**src/rtl/hazard_scoreboard.sv**
```systemverilog
// Scoreboard of in-flight register writes with per-op-class latency.
// Drives fetch/decode stall, E bubble, D flush and the E-stage forwarding selects.
module hazard_scoreboard #(
  parameter int AW       = 5,
  parameter int CW       = 3,
  parameter int LOAD_LAT = 1,
  parameter int MUL_LAT  = 4,
  parameter int ALU_LAT  = 0
) (
  input  logic          clk,
  input  logic          reset,
  input  logic          freeze,
  input  logic          issue_valid_d,
  input  logic [AW-1:0] rs1_d,
  input  logic [AW-1:0] rs2_d,
  input  logic          use_rs1_d,
  input  logic          use_rs2_d,
  input  logic [AW-1:0] rd_d,
  input  logic          we_d,
  input  logic          load_d,
  input  logic          mul_d,
  input  logic          redirect_m,
  input  logic [AW-1:0] rs1_e,
  input  logic [AW-1:0] rs2_e,
  input  logic [AW-1:0] rd_m,
  input  logic          we_m,
  input  logic [AW-1:0] rd_w,
  input  logic          we_w,
  output logic          stall_fd,
  output logic          bubble_e,
  output logic          flush_d,
  output logic [1:0]    fwd_a,
  output logic [1:0]    fwd_b,
  output logic          issued
);

  localparam int NREG = 2 ** AW;
  localparam logic [CW-1:0] LOAD_CNT = CW'(LOAD_LAT);
  localparam logic [CW-1:0] MUL_CNT  = CW'(MUL_LAT - 1);
  localparam logic [CW-1:0] ALU_CNT  = CW'(ALU_LAT);

  logic [CW-1:0] r_cnt [NREG];
  logic [NREG-1:0] r_pend;
  logic [AW-1:0] r_e_rd;
  logic r_e_alloc;

  logic w_haz_rs1;
  logic w_haz_rs2;
  logic w_haz_waw;
  logic w_stall;
  logic w_alloc;
  logic [CW-1:0] w_lat;

  // A pending entry whose counter has reached 0 is already forwardable, so it no longer blocks.
  assign w_haz_rs1 = use_rs1_d && (rs1_d != '0) && r_pend[rs1_d] && (r_cnt[rs1_d] != '0);
  assign w_haz_rs2 = use_rs2_d && (rs2_d != '0) && r_pend[rs2_d] && (r_cnt[rs2_d] != '0);
  assign w_haz_waw = we_d && (rd_d != '0) && r_pend[rd_d] && (r_cnt[rd_d] != '0);

  assign w_stall  = issue_valid_d && (w_haz_rs1 || w_haz_rs2 || w_haz_waw) && !redirect_m;
  assign issued   = issue_valid_d && !w_stall && !redirect_m && !freeze;
  assign stall_fd = w_stall;
  assign bubble_e = w_stall || redirect_m;
  assign flush_d  = redirect_m;

  assign w_alloc = issued && we_d && (rd_d != '0);
  assign w_lat   = load_d ? LOAD_CNT : (mul_d ? MUL_CNT : ALU_CNT);

  always_comb begin
    fwd_a = 2'b00;
    fwd_b = 2'b00;
    if (we_m && (rd_m == rs1_e) && (rs1_e != '0)) fwd_a = 2'b01;
    else if (we_w && (rd_w == rs1_e) && (rs1_e != '0)) fwd_a = 2'b10;
    if (we_m && (rd_m == rs2_e) && (rs2_e != '0)) fwd_b = 2'b01;
    else if (we_w && (rd_w == rs2_e) && (rs2_e != '0)) fwd_b = 2'b10;
  end

  // Later assignments win: squash of the E-stage allocation overrides aging, new allocation overrides both.
  always_ff @(posedge clk) begin
    if (reset) begin
      for (int i = 0; i < NREG; i++) r_cnt[i] <= '0;
      r_pend    <= '0;
      r_e_rd    <= '0;
      r_e_alloc <= 1'b0;
    end else if (!freeze) begin
      for (int i = 0; i < NREG; i++) begin
        if (r_cnt[i] != '0) r_cnt[i] <= r_cnt[i] - 1'b1;
        else r_pend[i] <= 1'b0;
      end
      if (redirect_m && r_e_alloc) begin
        r_pend[r_e_rd] <= 1'b0;
        r_cnt[r_e_rd]  <= '0;
      end
      if (w_alloc) begin
        r_pend[rd_d] <= 1'b1;
        r_cnt[rd_d]  <= w_lat;
      end
      r_e_rd    <= rd_d;
      r_e_alloc <= w_alloc;
    end
  end

endmodule

```
**config.mk**
```make
export PLATFORM = sky130hd
export DESIGN_NAME = hazard_scoreboard
export DESIGN_NICKNAME = d
export VERILOG_FILES = /design/src/rtl/hazard_scoreboard.sv
export SDC_FILE = /design/constraint.sdc
export NUM_CORES = 1
export LEC_CHECK = 0
export CAP_MARGIN = 20
export CORE_ASPECT_RATIO = 0.8
export CORE_MARGIN = 4
export CORE_UTILIZATION = 55
export CTS_BUF_LIST = sky130_fd_sc_hd__clkbuf_4 sky130_fd_sc_hd__clkbuf_8 sky130_fd_sc_hd__clkbuf_16
export DETAILED_ROUTE_END_ITERATION = 7
export GPL_TIMING_DRIVEN = 1
export PLACE_DENSITY = 0.8
export SYNTH_ARGS = -nofsm -noshare
export SYNTH_HDL_FRONTEND = slang
export SYNTH_SLANG_ARGS = --single-unit
```
**constraint.sdc**
```tcl
create_clock -name clk -period 3.8 [get_ports clk]
set_input_delay 0.57 -clock clk [delete_from_list [all_inputs] [get_ports clk]]
set_output_delay 0.57 -clock clk [all_outputs]
set_load 0.01 [all_outputs]
```
==> impl_metrics.sql <==
INSERT INTO impl_metrics (metric_group, metric, value, unit) VALUES
('setup_path', 'worst-endpoint-required', '3.23', 'ns'),
('setup_path', 'end_kind', 'output pin', ''),
('grt', 'globalRouteMet2Util', '0.509', ''),
('setup_path', 'crit_family', 'buffers and inverters', ''),
('detailed_routing', 'detailroute.via_count', '11800', ''),
('final_layout', 'antenna_cells_inserted', '0', ''),
('cts', 'buffers_from_clock_root_to_sink_at_most', '2', ''),
('setup_path', 'crit_path_max_fanout', '9', ''),
('setup_path', 'worst_r2r_path_depth', '13', ''),
('final_layout', 'seqCellArea', '0.00332', 'mm2'),
('detailed_routing', 'wirelength', '39900', 'um'),
('timing', 'finalMaxSlewViolations', '0', ''),
('synthesis', 'yosysWarningCount', '0', ''),
('synthesis', 'yosys.cell_types.count', '60', ''),
('detailed_routing', 'antenna_violating_nets_post_route', '0', ''),
('grt', 'gr-usage-met3', '0.101', ''),
('detailed_routing', 'route.detailed.wl_per_inst', '23.0', 'um'),
('grt', 'grt_pass1_wl', '60900', 'um'),
('synthesis', 'synth_async_sr_flop_share', '0', ''),
('detailed_routing', 'routed_vias_inst', '6.80', ''),
('outcome', 'status', 'finished, violations left', ''),
('synthesis', 'post_synth_main_area_contributors', 'edfxtp_1 (18%), dfxtp_1 (13%), ha_1 (7.4%), nor2_1 (4.3%), o22ai_1 (4.0%)', ''),
('synthesis', 'ys_ff_latch', '134', ''),
('synthesis', 'synth_largest_area_cell', 'edfxtp_1', ''),
('grt', 'global_route.usage.met1', '0.512', ''),
('min_path', 'worstHoldPathType', 'reg2reg', ''),
('synthesis', 'synth_cells', '1335', ''),
('job', 'maxCapViolations', '0', ''),
('pwr', 'p_leak', '4.83', 'nW'),
('grt', 'grt_overflow', '0', ''),
('timing', 'fmax', '268', 'MHz'),
('pwr', 'maximum_vdd_drop', '0.273', 'mV'),
('die', 'fp.dieW', '164', 'um'),
('final_layout', 'finish.utilization', '0.681', ''),
('min_path', 'holdPathStages', '2', ''),
('detailed_routing', 'route.detailed.drc', '1', ''),
('cts', 'cts_htree_levels', '4', ''),
('final_layout', 'fin_nets', '1572', ''),
('synthesis', 'seq_area_frac_synth', '0.309', ''),
('timing', 'setup_viol_count_final', '0', ''),
('die', 'starting_density', '0.563', ''),
('final_layout', 'flow.area_growth_from_synthesis', '21.0', '%'),
('timing', 'post-route-period-util', '0.981', ''),
('outcome', 'violated_checks', 'DRC', ''),
('final_layout', 'multi_input_comb_area', '0.00682', 'mm2'),
('setup_path', 'criticalPathCategory', 'in2out', ''),
('placed_design', 'detailed_place_hpwl', '28900', 'um'),
('placed_design', 'numPortBuffers', '54', ''),
('synthesis', 'average_instance_area_after_synthesis', '8.05', 'um2'),
('setup_path', 'worst_path_buffer_plus_inverter_count', '5', ''),
('grt', 'grt_pass1_vias', '10800', ''),
('grt', 'pin_count_of_the_biggest_net_entering_global_routing', '80', ''),
('timing', 'grt_setup_unrepaired', 'false', ''),
('cts', 'clk-insertion-delay-late', '0.44', 'ns'),
('setup_path', 'worst-endpoint-arrival', '3.16', 'ns'),
('placed_design', 'gp_congestion', '1.10', ''),
('detailed_routing', 'drt_first_iter_violations', '1875', ''),
('timing', 'worst_slack', '0.0720', 'ns'),
('setup_path', 'crit_chain', 'clkdlybuf4s50_1 -> buf_4 -> buf_12 -> nor4b_1 -> o2111ai_1 -> o211ai_1 -> nor4b_1 -> a211oi_2 -> nand3_2 -> buf_4 -> a21o_1 -> dlygate4sd2_1', ''),
('timing', 'holdWs', '0.467', 'ns'),
('cts', 'tritoncts.num_buffers', '17', ''),
('cts', 'cts.clk_slew.worst_paths', '0.06', 'ns'),
('die', 'fp-row-count', '45', ''),
('cts', 'holdBufCountCts', '0', ''),
('setup_path', 'path_depth', '12', ''),
('cts', 'cts_root_buf', 'clkbuf_16', ''),
('timing', 'slew_headroom', '0.337', ''),
('final_layout', 'final_layout_size_suffix_gt1_frac', '0.138', ''),
('setup_path', 'flop2flop_setup_slack', '0.36', 'ns'),
('cts', 'tritoncts_clock_tree', 'yes', ''),
('timing', 'tightest_slew', '0.991', 'ns');
cells in the mapped netlist (3+ instances only):
master     instances
o211ai_1          18
a2111oi_0          9
o32ai_1           12
xor2_1             7
a22oi_1            3
and2_1             9
nor3_1            52
nand2b_1          31
o221ai_1           3
a21oi_1           76
dfxtp_1           70
mux4_2            11
o21ai_0           61
a211oi_1          11
ha_1              64
nand4b_1           5
or4_1             34
and3_1             3
nor4_1            57
a2bb2oi_1          3
o41ai_1            7
mux2_2             3
nor4b_1            6
inv_1             77
o22ai_1           69
a31oi_1           35
nand2_1           79
a21boi_0          27
mux2i_1           22
buf_2             15
nor3b_1            6
nor2b_1           64
o31ai_1            8
or3_1             51
o311ai_0           3
nor2_1           123
clkbuf_1          61
or2_2              5
nand3_1           12
xnor2_1           17
nand4_1            9
buf_1              9
edfxtp_1          64
a211o_1            3
worst register-to-register path, cell delays in order (launching register included):
cell and delay [ns]:
edfxtp_1 0.51, or4_4 0.57, nand3_2 0.10, buf_4 0.10, o22ai_1 0.07, o31a_1 0.34
a211oi_2 0.22, buf_4 0.16, and3_4 0.19, buf_4 0.14, nand2_1 0.13, buf_4 0.20
buf_4 0.16, o32ai_1 0.34
kinds of logic (layout without fill, tap and decap cells):
group | Yosys count | count (layout) | share of synthesized area
XOR/XNOR | 24 | 24 | 0.0196
adder cells (fa/ha/maj) | 64 | 64 | 0.0745
buffers and inverters | 165 | 303 | 0.0611
AND/OR/NAND/NOR | 552 | 552 | 0.275
flip-flops | 134 | 134 | 0.309
multiplexers | 36 | 36 | 0.0467
AO/OA/AOI/OAI | 360 | 360 | 0.214
repair_timing:
| action | in CTS | in global routing |
|---|---|---|
| resized for setup | 7 | 7 |
| setup buffers | 1 | 1 |
| endpoints found under the setup margin | 3 | 2 |
| pin swaps | 2 | 6 |
| cloned | 0 | 0 |
report_power, final:
part	internal (mW)	switching [mW]	total [mW]
sequential	1.66	0.154	1.81
clock	0.935	0.658	1.59
combinational	0.520	0.712	1.23
registers in the layout, indices dropped and copies added, names as in the netlist:
name / flops
r_cnt: 96
r_e_alloc: 1
r_e_rd: 5
r_pend: 32
path summary, 6_finish.rpt:
path / from / end
setup / recovery: rs2_d[1] / bubble_e
hold / removal: r_e_alloc / r_e_alloc
setup reg to reg: r_cnt[18][0] / r_cnt[22][0]
hold reg to reg: r_e_alloc / r_e_alloc
layer usage:
| metal | wire [um] | part of all wire |
|---|---|---|
| met5 | 0 | 0 |
| met4 | 1710 | 0.043 |
| met3 | 5760 | 0.14 |
| met2 | 16700 | 0.42 |
| met1 | 15700 | 0.39 |
area by class of cell:
class / count / area share
clock buffers: 21 / 0.0360
clock inverters: 10 / 0.00625
multi-input cells: 1036 / 0.524
inverters: 77 / 0.0222
repair buffers: 195 / 0.131
well taps: 258 / 0.0248
flip-flops and latches: 134 / 0.255
layout by cell type (no fill, tap or decap), drive strengths merged, types with 10 or more instances in the layout:
cell and count:
nor3 52, nand3 13, buf 143, a21boi 27, edfxtp 64, mux2i 22, a21oi 76, and2 10
mux4 11, dfxtp 70, or3 51, ha 64, inv 77, nor2 123, or4 35, a31oi 35
o21ai 61, o22ai 69, clkdlybuf4s50 46, nand2 79, nand2b 31, nor2b 64, o32ai 12, o211ai 18
nor4 57, a211oi 12, xnor2 17, clkbuf 21
through the flow:
| step | total power [mW] | area, um2 | cells | setup TNS [ns] |
|---|---|---|---|---|
| floorplan | 2.52 | 10700 | 1335 | 0 |
| global placement | 2.97 | 12400 | 1698 | -0.827 |
| detailed placement | 3.01 | 12400 | 1698 | -2.72 |
| CTS | 4.58 | 13000 | 1730 | 0 |
| global route | 4.82 | 13000 | 1731 | 0 |
| finish | 4.64 | 13000 | 1731 | 0 |
(Power assumes the default switching activity.)
